### src/rtl/alu_exec_unit.sv
// Registered 32-bit ALU execution unit with a valid/ready request port and a 2-entry response FIFO.
// Optional feature: define ALU_SLT_EN to make op 111 a signed set-less-than.
module alu_exec_unit (
    input  logic        clk,
    input  logic        reset_n,
    input  logic        req_valid,
    output logic        req_ready,
    input  logic [31:0] req_a,
    input  logic [31:0] req_b,
    input  logic [2:0]  req_op,
    output logic        rsp_valid,
    input  logic        rsp_ready,
    output logic [31:0] rsp_z,
    output logic        rsp_ex,
    output logic        rsp_err,
    output logic [15:0] done_cnt
);

    localparam logic [2:0] OpAnd = 3'b000;
    localparam logic [2:0] OpOr  = 3'b001;
    localparam logic [2:0] OpAdd = 3'b010;
    localparam logic [2:0] OpSub = 3'b110;
    localparam logic [2:0] OpSlt = 3'b111;

    typedef struct packed {
        logic [31:0] z;
        logic        ex;
        logic        err;
    } rsp_entry_t;

    rsp_entry_t  entry_q [2];
    rsp_entry_t  new_entry;
    rsp_entry_t  head;
    logic [1:0]  count_q, count_d;
    logic        wr_ptr_q, rd_ptr_q;
    logic [15:0] done_cnt_q;
    logic        accept, pop;

    // Result is computed combinationally and captured into the FIFO on accept.
    always_comb begin
        new_entry.z   = 32'h0;
        new_entry.err = 1'b0;
        case (req_op)
            OpAnd: new_entry.z = req_a & req_b;
            OpOr:  new_entry.z = req_a | req_b;
            OpAdd: new_entry.z = req_a + req_b;
            OpSub: new_entry.z = req_a - req_b;
            OpSlt: begin
`ifdef ALU_SLT_EN
                new_entry.z = ($signed(req_a) < $signed(req_b)) ? 32'h1 : 32'h0;
`else
                new_entry.z = 32'h0;
`endif
            end
            default: begin
                new_entry.z   = 32'h0;
                new_entry.err = 1'b1;
            end
        endcase
        new_entry.ex = (new_entry.z == 32'h0);
    end

    // Ready depends only on the registered count, never on rsp_ready.
    assign req_ready = (count_q != 2'd2);
    assign rsp_valid = (count_q != 2'd0);
    assign accept    = req_valid && req_ready;
    assign pop       = rsp_valid && rsp_ready;

    always_comb begin
        count_d = count_q;
        unique case ({accept, pop})
            2'b10:   count_d = count_q + 2'd1;
            2'b01:   count_d = count_q - 2'd1;
            default: count_d = count_q;
        endcase
    end

    always_ff @(posedge clk or negedge reset_n) begin
        if (!reset_n) begin
            count_q    <= 2'd0;
            wr_ptr_q   <= 1'b0;
            rd_ptr_q   <= 1'b0;
            done_cnt_q <= 16'h0;
        end else begin
            count_q <= count_d;
            if (accept) begin
                wr_ptr_q <= ~wr_ptr_q;
            end
            if (pop) begin
                rd_ptr_q   <= ~rd_ptr_q;
                done_cnt_q <= done_cnt_q + 16'h1;
            end
        end
    end

    always_ff @(posedge clk or negedge reset_n) begin
        if (!reset_n) begin
            for (int i = 0; i < 2; i++) begin
                entry_q[i] <= '0;
            end
        end else if (accept) begin
            entry_q[wr_ptr_q] <= new_entry;
        end
    end

    assign head     = entry_q[rd_ptr_q];
    assign rsp_z    = rsp_valid ? head.z   : 32'h0;
    assign rsp_ex   = rsp_valid ? head.ex  : 1'b1;
    assign rsp_err  = rsp_valid ? head.err : 1'b0;
    assign done_cnt = done_cnt_q;

    count_in_range: assert property (@(posedge clk) disable iff (!reset_n) count_q <= 2'd2);

endmodule
### config.mk
export PLATFORM = sky130hd
export DESIGN_NAME = alu_exec_unit
export DESIGN_NICKNAME = d
export VERILOG_FILES = /design/src/rtl/alu_exec_unit.sv
export SDC_FILE = /design/constraint.sdc
export NUM_CORES = 1
export LEC_CHECK = 0
export CORE_MARGIN = 3
export CORE_UTILIZATION = 50
export CTS_BUF_LIST = sky130_fd_sc_hd__clkbuf_4
export CTS_CLUSTER_DIAMETER = 40
export DETAILED_ROUTE_END_ITERATION = 8
export DONT_BUFFER_PORTS = 1
export PLACE_DENSITY_LB_ADDON = 0.25
export SETUP_SLACK_MARGIN = 0.2
export SYNTH_ARGS = -nofsm -noshare
export SYNTH_HDL_FRONTEND = slang
export SYNTH_SLANG_ARGS = --single-unit
### constraint.sdc
create_clock -name clk -period 2.7 [get_ports clk]
set_clock_uncertainty 0.1 [all_clocks]
set_input_delay 0.135 -clock clk [delete_from_list [all_inputs] [get_ports clk]]
set_output_delay 0.135 -clock clk [all_outputs]
set_load 0.03 [all_outputs]
==> qor_table.md <==
| Group | Metric | This run |
|---|---|---|
| status | Outcome | finished with violations |
| status | Violations in the final reports | setup timing |
| clock network | Number of clock sinks | 88 |
| floorplanning | Area of the die | 16100 um2 |
| place | Pre-CTS setup slack | -1750 ps |
| clock network | Clk slew on worst S/H paths | 130 ps |
| detailed routing | Number of vias per cell after detailed routing | 5.90 |
| critical path | Number of logic stages on the critical path including buffering | 17 |
| power and ir drop | IR Drop Worst-Case VDD | 0.399 mV |
| clock network | Max Buffers Root-to-Sink | 2 |
| global route | Met3 Resource Use GR | 4.42% |
| floorplanning | Number of core rows | 43 |
| clock network | Number of levels the H-tree was split into | 3 |
| floorplanning | Ports placed on the boundary | 123 |
| synth | Seq cells post-synth | 88 |
| sta | Final worst-path cycle share | 144% |
| clock network | TritonCTS clock tree | yes |
| sta | Final critical-path required period | 3890 ps |
| global route | Antenna violations before repair | 0 |
| global route | Total congestion overflow after global routing | 0 |
| sta | Slew Viols, Final | 0 |
| critical path | WP data required | 2950 ps |
| clock network | TritonCTS Buffers | 9 |
| synth | Post-synth EDFFs | 0 |
| synth | Synthesized Nets | 987 |
| layout | Share of cells above drive strength 1 | 33.7% |
| sta | Setup repair after global routing missed its margin | yes |
| clock network | Clock latency on the worst-skew pair | 420 ps |
| floorplanning | Horizontal die dimension | 127 um |
| synth | Most instantiated flip-flop cell in the synthesis netlist | dfrtp_1 |
| place | Number of placed cells counting well taps | 1160 |
| layout | N_diodes | 0 |
| layout | Layout overhead on the synthesized area | 32.6% |
| place | Detailed-placement wirelength estimate | 16500 um |
| critical path | Count of buffer and inverter cells on the critical path | 2 |
| critical path | R2r startpoint | count_q[0]$_DFFE_PN0P_ |
| layout | Most frequent cells in the layout | 164 x buf_4, 122 x nand2_1, 87 x dfrtp_1 |
| critical path | Kind of start point of the critical path | primary input |
| critical path | Critical-path top delay cell | or4_4 |
| detailed routing | WL per Instance | 18.6 um |
| clock network | Master cell of the clock root buffer | clkbuf_4 |
| global route | First-pass GRT wire length | 35900 um |
| synth | Cell count after synthesis | 879 |
| global route | Met1 routing resource usage after global routing | 38.8% |
| critical path | Setup slack of the worst register-to-register path | 520 ps |
| synth | Async SR Flop Fraction | 100% |
| layout | Final Net Count | 1141 |
| critical path | Top cell family by delay on the critical path | simple AND/OR/NAND/NOR gates |
| critical path | Critical register-to-register path endpoint | done_cnt[15]$_DFFE_PN0P_ |
| detailed routing | Wire length reported by the detailed router | 22700 um |
| synth | Syn Std Cell Area | 7310 um2 |
| critical path | Slowest Stage Delay on Critical Path | 520 ps |
| synth | Portion of the post-synthesis area used by sequential elements | 30.1% |
| floorplanning | Core region area | 14100 um2 |
| worst hold path | Worst Hold Class | primary input to flip-flop |
| global route | GRT met2 Usage | 42.9% |
| sta | Fmax | 257 MHz |
| floorplanning | Die Y | 127 um |
| layout | Filler cell count in the final layout | 1131 |
| global route | Vias in the first global route | 7056 |
| place | Buffers on Ports | 0 |
| critical path | Crit path to | entry_q[35]$_DFFE_PN0P_ |
| critical path | CP startpoint | req_b[10] |
| flow run | Max-cap violations | 0 |
| global route | Most Used Layer, Global Route | met2 |
| detailed routing | Via total after detailed routing | 7191 |
| detailed routing | Antenna-violating nets left | 0 |
| critical path | Cell-by-cell listing of the critical path | or4_4, or4_4, buf_4, o31ai_4, xor2_1, ha_1, nand2_2, nand2_1, a31oi_4, buf_4, o31ai_1, a311o_2, xnor2_2, a41o_2, nand4_1, or4_4, o31ai_2 |
| layout | Number of cells in the finished layout apart from fillers | 1218 |
| critical path | Most used cell along the critical path | or4_4 |
| power and ir drop | Static Leak | 4.34 nW |
| detailed routing | Drt first-iter violations | 658 |
| synth | Synth Warn # | 0 |
| layout | Final Core Density | 68.8% |
| synth | Syn Area/Cell | 8.32 um2 |
| critical path | Largest fanout of any net on the critical path | 6 |
| sta | Worst hold slack after final layout | 19.6 ps |
| place | RePlAce Congestion | 0.954 |
| sta | Transition time at the pin with the least slew margin | 763 ps |
| layout | Most common library cell in the layout ignoring fill and taps | buf_4 |
| sta | Number of hold-slack violations in the final timing report | 0 |
| detailed routing | DRC violation count after routing | 0 |
| sta | Worst setup margin | -1190 ps |
| floorplanning | Effective utilization at floorplan | 51.9% |
| power and ir drop | Ratio of total power to cell area | 711 nW/um2 |
| detailed routing | Detailed-routing iteration count for the pre-antenna-repair pass | 5 |
| power and ir drop | Total chip power | 6.89 mW |
| critical path | Critical path capture point type | flip-flop |
| critical path | Cell count of the worst reg-to-reg path | 8 |
| sta | Remaining max-slew budget at the tightest pin | 49.1% |
| critical path | Worst setup path category | primary input to flip-flop |
| global route | Largest net degree at the start of global routing | 89 |
| critical path | Arrival time of data at the critical path endpoint | 4150 ps |
| sta | Number of failing setup endpoints in the final timing report | 34 |
| global route | Total global-route track usage | 27.3% |
| synth | Number of library cell types mapped by synthesis | 71 |
==> cell usage after synthesis, drive strengths merged (4+ instances only) <==
library cell	n	area share, %
dfrtp	88	30
nand2b	6	0.51
o21ai	81	5.5
o211ai	7	0.79
nor2	75	3.8
and4	4	0.51
nor3	13	0.89
and2	8	0.68
xnor2	40	4.8
a21oi	53	3.6
a21o	10	1.0
a221oi	5	0.60
inv	20	1.0
clkbuf	43	3.6
nor4	10	0.86
or4	4	0.51
maj3	31	4.2
mux2i	37	5.1
nand3	21	1.4
o41ai	8	1.1
a31oi	7	0.60
a22oi	11	1.1
nand2	135	6.9
xor2	29	3.5
a211oi	7	0.79
or2	4	0.34
mux2	12	1.8
nand4	9	0.77
ha	36	6.2
and3	8	0.70
o21a	5	0.51
o31ai	8	0.82
==> where the power goes <==
group          total (mW)  internal, mW  leakage (nW)  switching, mW
logic                3.89          1.50          3.12           2.39
registers            2.30          1.85          1.15          0.452
clock network       0.701         0.295        0.0757          0.406
total                6.89          3.64          4.34           3.25
==> kinds of logic (layout without fill, tap and decap cells) <==
kind of cell             count (synthesis)  in the layout  share of synthesized area [%]
AND/OR/NAND/NOR                        311            311                           19.6
multiplexers                            49             49                           6.91
AO/OA/AOI/OAI                          225            225                           19.2
flip-flops                              88             88                           30.1
buffers and inverters                   69            228                           5.24
adder cells (fa/ha/maj)                 68             68                           10.7
XOR/XNOR                                69             69                           8.26
==> layer usage <==
layer	vias to the layer above	wire length (um)	part of all wire, %
li1	3466	-	-
met1	3427	10300	46
met5	-	0	0
met4	0	672	3.0
met3	51	1320	5.8
met2	247	10400	46
==> area by class of cell <==
class                      count  area [um2]  area share, %
inverter                      20        75.1          0.774
sequential                    88        2200           22.7
clock buffer                  11        82.6          0.851
timing repair buffer         192        1560           16.0
multi-input combinational    722        5510           56.8
clock inverter                 5        47.5          0.490
tap                          180         225           2.32
==> what timing repair did <==
| action | in CTS | in global routing |
|---|---|---|
| hold buffers | 14 | 0 |
| hold endpoints to repair | 102 | 0 |
| pin swaps | 30 | 29 |
| endpoints found under the setup margin | 49 | 50 |
| resized for setup | 65 | 80 |
| cloned | 0 | 0 |
| buffers inserted | 16 | 12 |
==> per-stage QoR <==
| stage | TNS [ps] | cell area (um2) |
|---|---|---|
| floorplan | -25090 | 7600 |
| global placement | -39540 | 8590 |
| detailed placement | -41600 | 8590 |
| CTS | -15110 | 9250 |
| global route | -21990 | 9700 |
| finish | -18170 | 9700 |
==> registers in the layout, summed over array words and instances (netlist names) <==
signal and count:
entry_q 68, rd_ptr_q 1, done_cnt 16, count_q 2, wr_ptr_q 1
==> how the worst min path moves through the flow <==
stage                    from                 endpoint  slack (ps)  cells past startpoint
floorplan             reset_n   count_q[0]$_DFFE_PN0P_        -260                      0
global placement      reset_n   entry_q[9]$_DFFE_PN0P_        -260                      0
detailed placement    reset_n  entry_q[43]$_DFFE_PN0P_        -260                      0
CTS                 req_op[0]  entry_q[24]$_DFFE_PN0P_           7                      3
global route        req_b[19]  entry_q[21]$_DFFE_PN0P_          -2                      3
finish              req_b[30]  entry_q[32]$_DFFE_PN0P_          20                      3
==> worst reg2reg max path: cells and delay by family, from the launching register on <==
kind	cells	cell delay (ps)
buffers and inverters	1	230
flip-flops	1	440
XOR/XNOR	1	150
AND/OR/NAND/NOR	6	1150
(Power assumes the default switching activity.)
